### config.mk
export PLATFORM = sky130hd
export DESIGN_NAME = alarm_ctrl_flat
export DESIGN_NICKNAME = d
export VERILOG_FILES = /design/src/rtl/alarm_ctrl_if.sv /design/src/rtl/alarm_ctrl.sv /design/src/flat_wrapper.sv
export SDC_FILE = /design/constraint.sdc
export NUM_CORES = 1
export LEC_CHECK = 0
export CAP_MARGIN = 20
export CELL_PAD_IN_SITES_DETAIL_PLACEMENT = 1
export CELL_PAD_IN_SITES_GLOBAL_PLACEMENT = 2
export CORE_MARGIN = 2
export CORE_UTILIZATION = 33
export CTS_BUF_LIST = sky130_fd_sc_hd__clkbuf_8
export DETAILED_ROUTE_END_ITERATION = 16
export PLACE_DENSITY = 0.85
export SKIP_CTS_REPAIR_TIMING = 1
export SLEW_MARGIN = 30
export SYNTH_ARGS = -nofsm -noshare
export SYNTH_HDL_FRONTEND = slang
export SYNTH_SLANG_ARGS = --single-unit
### constraint.sdc
create_clock -name clk -period 6.29 [get_ports clk]
set_clock_uncertainty 0.2 [all_clocks]
set_input_delay 1.258 -clock clk [delete_from_list [all_inputs] [get_ports clk]]
set_output_delay 1.258 -clock clk [all_outputs]
set_load 0.05 [all_outputs]
### src/rtl/alarm_ctrl_if.sv
// Alarm controller signal bundle: time/alarm digits, controls and status.
interface alarm_ctrl_if;
    logic       sec_tick;
    logic [3:0] hourdec_now;
    logic [3:0] hourone_now;
    logic [3:0] mindec_now;
    logic [3:0] minone_now;
    logic [3:0] hourdec_alm;
    logic [3:0] hourone_alm;
    logic [3:0] mindec_alm;
    logic [3:0] minone_alm;
    logic       set_en;
    logic       arm;
    logic       snooze;
    logic       stop;
    logic       ring;
    logic [1:0] state_o;
    logic [3:0] snooze_left;
    logic       set_err;

    modport master (
        output sec_tick,
        output hourdec_now, hourone_now, mindec_now, minone_now,
        output hourdec_alm, hourone_alm, mindec_alm, minone_alm,
        output set_en, arm, snooze, stop,
        input  ring, state_o, snooze_left, set_err
    );

    modport slave (
        input  sec_tick,
        input  hourdec_now, hourone_now, mindec_now, minone_now,
        input  hourdec_alm, hourone_alm, mindec_alm, minone_alm,
        input  set_en, arm, snooze, stop,
        output ring, state_o, snooze_left, set_err
    );
endinterface

### src/rtl/alarm_ctrl.sv
// Alarm clock controller: validated alarm-time register, rising-edge match
// trigger, ring/snooze state machine with per-event snooze budget.
module alarm_ctrl #(
    parameter int unsigned RING_SEC   = 60,
    parameter int unsigned SNOOZE_SEC = 300,
    parameter int unsigned MAX_SNOOZE = 3
) (
    input  logic         clk,
    input  logic         rst,
    alarm_ctrl_if.slave  bus
);
    typedef enum logic [1:0] {
        IDLE    = 2'd0,
        ARMED   = 2'd1,
        RINGING = 2'd2,
        SNOOZE  = 2'd3
    } state_t;

    localparam logic [15:0] LP_RING_LAST   = 16'(RING_SEC - 1);
    localparam logic [15:0] LP_SNOOZE_LAST = 16'(SNOOZE_SEC - 1);
    localparam logic [3:0]  LP_MAX_SNOOZE  = 4'(MAX_SNOOZE);

    state_t      r_state;
    logic [3:0]  r_hourdec_alm;
    logic [3:0]  r_hourone_alm;
    logic [3:0]  r_mindec_alm;
    logic [3:0]  r_minone_alm;
    logic        r_match_q;
    logic [15:0] r_sec_cnt;
    logic [3:0]  r_snooze_left;
    logic        r_set_err;

    logic        w_valid;
    logic        w_match;
    logic        w_trigger;

    // Candidate validation and rising-edge match detection.
    always_comb begin
        w_valid = (bus.hourdec_alm <= 4'd2) &&
                  (bus.hourone_alm <= 4'd9) &&
                  ((bus.hourdec_alm != 4'd2) || (bus.hourone_alm <= 4'd3)) &&
                  (bus.mindec_alm <= 4'd5) &&
                  (bus.minone_alm <= 4'd9);
        w_match = (bus.hourdec_now == r_hourdec_alm) &&
                  (bus.hourone_now == r_hourone_alm) &&
                  (bus.mindec_now  == r_mindec_alm)  &&
                  (bus.minone_now  == r_minone_alm);
        w_trigger = w_match && !r_match_q;
    end

    // Alarm register, match history and ring/snooze state machine.
    always_ff @(posedge clk) begin
        if (rst) begin
            r_state       <= IDLE;
            r_hourdec_alm <= '0;
            r_hourone_alm <= '0;
            r_mindec_alm  <= '0;
            r_minone_alm  <= '0;
            r_match_q     <= 1'b1;
            r_sec_cnt     <= '0;
            r_snooze_left <= '0;
            r_set_err     <= 1'b0;
        end else begin
            r_match_q <= w_match;
            r_set_err <= 1'b0;

            if (bus.set_en) begin
                if (w_valid) begin
                    r_hourdec_alm <= bus.hourdec_alm;
                    r_hourone_alm <= bus.hourone_alm;
                    r_mindec_alm  <= bus.mindec_alm;
                    r_minone_alm  <= bus.minone_alm;
                end else begin
                    r_set_err <= 1'b1;
                end
            end

            unique case (r_state)
                IDLE: begin
                    r_sec_cnt <= '0;
                    if (bus.arm) r_state <= ARMED;
                end
                ARMED: begin
                    r_sec_cnt <= '0;
                    if (!bus.arm) begin
                        r_state <= IDLE;
                    end else if (w_trigger) begin
                        r_state       <= RINGING;
                        r_snooze_left <= LP_MAX_SNOOZE;
                    end
                end
                RINGING: begin
                    if (!bus.arm) begin
                        r_state   <= IDLE;
                        r_sec_cnt <= '0;
                    end else if (bus.stop) begin
                        r_state   <= ARMED;
                        r_sec_cnt <= '0;
                    end else if (bus.snooze && (r_snooze_left != 4'd0)) begin
                        r_state       <= SNOOZE;
                        r_sec_cnt     <= '0;
                        r_snooze_left <= r_snooze_left - 4'd1;
                    end else if (bus.sec_tick) begin
                        if (r_sec_cnt == LP_RING_LAST) begin
                            r_state   <= ARMED;
                            r_sec_cnt <= '0;
                        end else begin
                            r_sec_cnt <= r_sec_cnt + 16'd1;
                        end
                    end
                end
                SNOOZE: begin
                    if (!bus.arm) begin
                        r_state   <= IDLE;
                        r_sec_cnt <= '0;
                    end else if (bus.stop) begin
                        r_state   <= ARMED;
                        r_sec_cnt <= '0;
                    end else if (bus.sec_tick) begin
                        if (r_sec_cnt == LP_SNOOZE_LAST) begin
                            r_state   <= RINGING;
                            r_sec_cnt <= '0;
                        end else begin
                            r_sec_cnt <= r_sec_cnt + 16'd1;
                        end
                    end
                end
                default: r_state <= IDLE;
            endcase
        end
    end

    assign bus.ring        = (r_state == RINGING);
    assign bus.state_o     = r_state;
    assign bus.snooze_left = r_snooze_left;
    assign bus.set_err     = r_set_err;
endmodule

### src/flat_wrapper.sv
// flat-port wrapper written by rule: the top's interface ports become plain ports
module alarm_ctrl_flat 
#(
    parameter int unsigned RING_SEC   = 60,
    parameter int unsigned SNOOZE_SEC = 300,
    parameter int unsigned MAX_SNOOZE = 3
)
  (clk, rst, bus_sec_tick, bus_hourdec_now, bus_hourone_now, bus_mindec_now, bus_minone_now, bus_hourdec_alm, bus_hourone_alm, bus_mindec_alm, bus_minone_alm, bus_set_en, bus_arm, bus_snooze, bus_stop, bus_ring, bus_state_o, bus_snooze_left, bus_set_err);
  alarm_ctrl_if bus_i ();
  input  logic clk;
  input  logic rst;
  input wire logic [$bits(bus_i.sec_tick)-1:0] bus_sec_tick;
  input wire logic [$bits(bus_i.hourdec_now)-1:0] bus_hourdec_now;
  input wire logic [$bits(bus_i.hourone_now)-1:0] bus_hourone_now;
  input wire logic [$bits(bus_i.mindec_now)-1:0] bus_mindec_now;
  input wire logic [$bits(bus_i.minone_now)-1:0] bus_minone_now;
  input wire logic [$bits(bus_i.hourdec_alm)-1:0] bus_hourdec_alm;
  input wire logic [$bits(bus_i.hourone_alm)-1:0] bus_hourone_alm;
  input wire logic [$bits(bus_i.mindec_alm)-1:0] bus_mindec_alm;
  input wire logic [$bits(bus_i.minone_alm)-1:0] bus_minone_alm;
  input wire logic [$bits(bus_i.set_en)-1:0] bus_set_en;
  input wire logic [$bits(bus_i.arm)-1:0] bus_arm;
  input wire logic [$bits(bus_i.snooze)-1:0] bus_snooze;
  input wire logic [$bits(bus_i.stop)-1:0] bus_stop;
  output wire logic [$bits(bus_i.ring)-1:0] bus_ring;
  output wire logic [$bits(bus_i.state_o)-1:0] bus_state_o;
  output wire logic [$bits(bus_i.snooze_left)-1:0] bus_snooze_left;
  output wire logic [$bits(bus_i.set_err)-1:0] bus_set_err;
  assign bus_i.sec_tick = bus_sec_tick;
  assign bus_i.hourdec_now = bus_hourdec_now;
  assign bus_i.hourone_now = bus_hourone_now;
  assign bus_i.mindec_now = bus_mindec_now;
  assign bus_i.minone_now = bus_minone_now;
  assign bus_i.hourdec_alm = bus_hourdec_alm;
  assign bus_i.hourone_alm = bus_hourone_alm;
  assign bus_i.mindec_alm = bus_mindec_alm;
  assign bus_i.minone_alm = bus_minone_alm;
  assign bus_i.set_en = bus_set_en;
  assign bus_i.arm = bus_arm;
  assign bus_i.snooze = bus_snooze;
  assign bus_i.stop = bus_stop;
  assign bus_ring = bus_i.ring;
  assign bus_state_o = bus_i.state_o;
  assign bus_snooze_left = bus_i.snooze_left;
  assign bus_set_err = bus_i.set_err;
  alarm_ctrl #(.RING_SEC(RING_SEC), .SNOOZE_SEC(SNOOZE_SEC), .MAX_SNOOZE(MAX_SNOOZE)) u_core (.clk(clk), .rst(rst), .bus(bus_i));
endmodule
# == Word-level counts from Yosys, hierarchy flattened ==
# Cells that the tools add are included.
# word_totals
memories,0
latchBits,0
reg_bits,40
elab_cells,88
ramBits,0
out_inout_bits,8
romBits,0
# classes
n_reduce_logical,20
eq_ne,21
shifts,0
magnitude_cmp,5
multipliers,0
muxes,30
addsub,2
n_bitwise,1
div,0
# op_table
cell,count
16-bit 2-to-1 mux,9
16-bit case mux with 3 select lines,1
2-bit 2-to-1 mux,12
4-bit 2-to-1 mux,5
"16-bit by 1-bit adder with 16-bit output, second input constant",1
"16-bit by 6-bit == test with 1-bit output, second input constant",1
"16-bit by 9-bit == test with 1-bit output, second input constant",1
4-bit == test,4
6-bit AND reduction,2
1-bit logical AND,9
"4-bit by 2-bit less-or-equal comparator with 1-bit output, second input constant",2
"4-bit less-or-equal comparator, second input constant",2
"2-bit != test, second input constant",4
2-bit case mux with 4 select lines,1
4-bit case mux with 2 select lines,1
"5-bit by 3-bit != test with 1-bit output, second input constant",1
"5-bit by 4-bit != test with 1-bit output, second input constant",1
"2-bit == test, second input constant",2
"4-bit by 3-bit less-or-equal comparator with 1-bit output, second input constant",1
"2-bit by 1-bit != test with 1-bit output, second input constant",2
"4-bit by 2-bit != test with 1-bit output, second input constant",1
"4-bit by 3-bit != test with 1-bit output, second input constant",1
"4-bit != test, second input constant",1
2-bit AND reduction,2
11 further kinds,12

# == Logic depth before layout (Yosys ltp) ==
# logic_depth
word_depth,8
depth_mapped,9

# == Least setup slack after synthesis ==
# No wires, ideal clock.
# synth_path
path_kind,register to output
from,"reg u_core.r_state[1], in the netlist u_core.bus.state_o[1]"
to,out bus_ring
path_stages_with_launch,2
arrival_time_ns,1.529
path_slack_ns,3.303
path_cell_list,dfxtp_1 > nor2b_1
# synth_between
elab_chain_cells,1
# synth_rtl
element,line,text
from (decl),alarm_ctrl.sv:23,state_t r_state;
from (signal assigned),alarm_ctrl.sv:54,r_state <= IDLE;
from (signal assigned),alarm_ctrl.sv:81,if (bus.arm) r_state <= ARMED;
from (signal assigned),alarm_ctrl.sv:86,r_state <= IDLE;
2-bit == test,alarm_ctrl.sv:133,assign bus.ring = (r_state == RINGING);
to (decl),flat_wrapper.sv:25,output wire logic [$bits(bus_i.ring)-1:0] bus_ring;
# No other way between the ends.

# == Final worst setup path ==
# Ends and elaborated chain as after synthesis.

==> qor.yml <==
route:
  drc_errors: 0
  avgViaCountPerCell: 4.94
  routedWlPerCell_microns: 14.2
  dr_total_vias: 1664
  drtPass1Iterations: 4
  drt_iter0_drc: 40
  ant_nets: 0
  drt_wl_total_mm: 4.79
global_route:
  grt.overflow.total: 0
  grt_use_total_pct: 15.6
  grt_antenna_before_repair: 0
  grt_pass1_wl_mm: 8.01
  grt_max_degree: 26
  grt_pass1_vias: 1641
synth:
  synthCells: 216
  synthDistinctLibCells: 45
  syn-cell-area_sq_um: 2010
  synth_warnings: 0
  syn-mean-instance-area_sq_um: 9.29
  ys.flop_type: "dfxtp_1"
  async_flop_share_pct: 0
  yosysSeqAreaShare_pct: 39.9
  synth_seq_cells: 40
  syn_nets: 258
  synth_edf_count: 0
finish:
  n_antenna_cell: 0
  nFillCells: 695
  instances_no_fill: 337
  seqCellArea_sq_um: 801
  nets: 303
  final_layout_size_suffix_gt1_share_pct: 4.96
  syn_to_final_growth_pct: 29.9
  multi_input_area_sq_um: 1130
die:
  ios: 47
  fp.dieH_microns: 82.0
  dieArea_sq_um: 6720
  initial_core_util_pct: 34.1
  fp.coreArea_sq_um: 5890
  rows: 28
  die_w_microns: 82.0
sta:
  fin_crit_sh_pct: 52.4
  worstMarginPinSlew_ns: 0.836
  holdWs_ns: 0.287
  slew_violations: 0
  setup_tns_ns: 0
  slew_headroom_pct: 44.3
  period_needed_ns: 3.30
  grt_setup_unrepaired: "no"
  setup_viol: 0
  finalHoldViolCount: 0
  timing.fmax_mhz: 303
  layout_setup_ws_ns: 2.99
status:
  outcome: "finished clean"
placed_design:
  globalplace.congestion: 0.799
  place_inst: 329
  portBuffers: 46
  dp_hpwl_mm: 3.71
  post-place-ws_ns: 2.73
clocking:
  worstSkewPairLatency_ns: 0.29
  cts_root_buf: "clkbuf_8"
  ctsHtreeMaxLevel: 2
  clock-sinks: 40
  cts_buffers: 5
  clk_pin_slew_ns: 0.08
  cts_buffer_depth: 2
  cts_tree: "yes"
power_and_ir_drop:
  p_per_area_nw_per_um2: 187
  irDropWorstVdd_v: 0.0000991
  finalPower_uw: 488
  leakagePower_nw: 0.930
critical_path:
  cp-start-kind: "register"
  reg2regPathDepth: 7
  cp_max_fo: 7
  crit_type: "register to output port"
  worstPathArrival_ns: 1.84
  cp.required_ns: 4.83
  worstSetupEndpointType: "output port"
job:
  drv_cap: 0
hold_path:
  hp-class: "register to register"
  hold_depth: 1
-- state kept, by name, indices dropped and copies added (netlist names) --
name                    count
u_core.bus.set_err          1
u_core.r_sec_cnt           16
u_core.r_minone_alm         4
u_core.r_mindec_alm         4
u_core.bus.snooze_left      4
u_core.bus.state_o          2
u_core.r_hourdec_alm        4
u_core.r_match_q            1
u_core.r_hourone_alm        4
-- worst max-delay path, stage by stage, from the launching register on --
cell	delay (ns)
dfxtp_1	0.44
nor2b_1	0.27
clkdlybuf4s50_1	0.84
-- layout make-up --
| cell class | count | share of cell area (%) |
|---|---|---|
| Clock buffer | 6 | 3.17 |
| Clock inverter | 2 | 0.384 |
| Inverter | 5 | 0.720 |
| Multi-Input combinational cell | 162 | 43.5 |
| Sequential cell | 40 | 30.7 |
| Tap cell | 75 | 3.60 |
| Timing Repair Buffer | 47 | 17.9 |
-- placed cells by master (no fill, tap or decap), drive strengths merged, types with 2 or more instances in the layout --
| cell type | Yosys | final |
|---|---|---|
| nand3b | 2 | 2 |
| a31oi | 2 | 2 |
| nand4b | 2 | 2 |
| a311oi | 3 | 3 |
| and2 | 5 | 5 |
| mux2i | 13 | 13 |
| or4 | 2 | 2 |
| clkbuf | 6 | 6 |
| nand2b | 4 | 4 |
| xor2 | 25 | 25 |
| dfxtp | 40 | 40 |
| nand4 | 9 | 9 |
| and3 | 3 | 3 |
| clkdlybuf4s50 | 0 | 46 |
| nor4 | 5 | 5 |
| nor4bb | 2 | 2 |
| xnor2 | 6 | 6 |
| nor3 | 4 | 4 |
| inv | 5 | 5 |
| or3 | 2 | 2 |
| nor4b | 2 | 2 |
| nor2 | 31 | 31 |
| ha | 3 | 3 |
| clkinv | 0 | 2 |
| and3b | 2 | 2 |
| nand2 | 11 | 11 |
| a21oi | 7 | 7 |
| o21a | 3 | 3 |
-- cells by family after synthesis --
group / after synthesis / share of synthesized area [%]
buf+inv: 14 / 3.62
mux: 13 / 6.48
compound gates: 23 / 9.23
flops: 40 / 39.9
xor+xnor: 31 / 13.5
simple gates: 92 / 25.4
fa+ha+maj: 3 / 1.87
-- metrics by stage --
step,instance area (sq um),util [%]
after floorplan,2010,-
after global placement,2510,42.7
after detailed placement,2510,42.7
after CTS,2610,44.3
after global routing,2610,44.3
final,2610,44.3
-- where the power goes --
group,switching [mW],internal [mW]
clock network,0.0885,0.0876
registers,0.00248,0.255
logic,0.0230,0.0315
-- final timing paths --
check	slack, ns	to	from
hold reg to reg	0.29	u_core.r_hourdec_alm[3]	u_core.r_hourdec_alm[3]
hold / removal	0.29	u_core.r_hourdec_alm[3]	u_core.r_hourdec_alm[3]
setup / recovery	2.99	bus_ring	u_core.bus.state_o[1]
setup reg to reg	3.78	u_core.bus.state_o[0]	u_core.bus.snooze_left[0]
-- synthesized netlist by cell type, drive strengths merged (2+ instances only) --
cell / count / share of area (%)
xnor2: 6 / 2.6
nor4b: 2 / 0.87
and2: 5 / 1.6
nand4: 9 / 2.8
a31oi: 2 / 0.94
inv: 5 / 0.94
a21oi: 7 / 1.7
ha: 3 / 1.9
o21a: 3 / 1.1
nand3b: 2 / 0.75
a311oi: 3 / 2.2
or4: 2 / 0.75
nor4: 5 / 1.6
nor2: 31 / 5.8
mux2i: 13 / 6.5
nand2b: 4 / 1.2
or3: 2 / 0.62
and3b: 2 / 0.87
and3: 3 / 0.94
buf: 3 / 1.6
nand4b: 2 / 0.87
nor3: 4 / 1.0
nor4bb: 2 / 1.0
xor2: 25 / 11
nand2: 11 / 2.1
clkbuf: 6 / 1.1
dfxtp: 40 / 40
-- metal layers --
metal | vias to the layer above | wire length, microns | GRT usage, %
met2 | 28 | 2350 | 26.5
met3 | 4 | 211 | 3.96
met5 | - | 0 | 0
li1 | 852 | - | -
met4 | 0 | 47 | 4.00
met1 | 780 | 2180 | 19.5
Power figures use the tool's default switching activity.
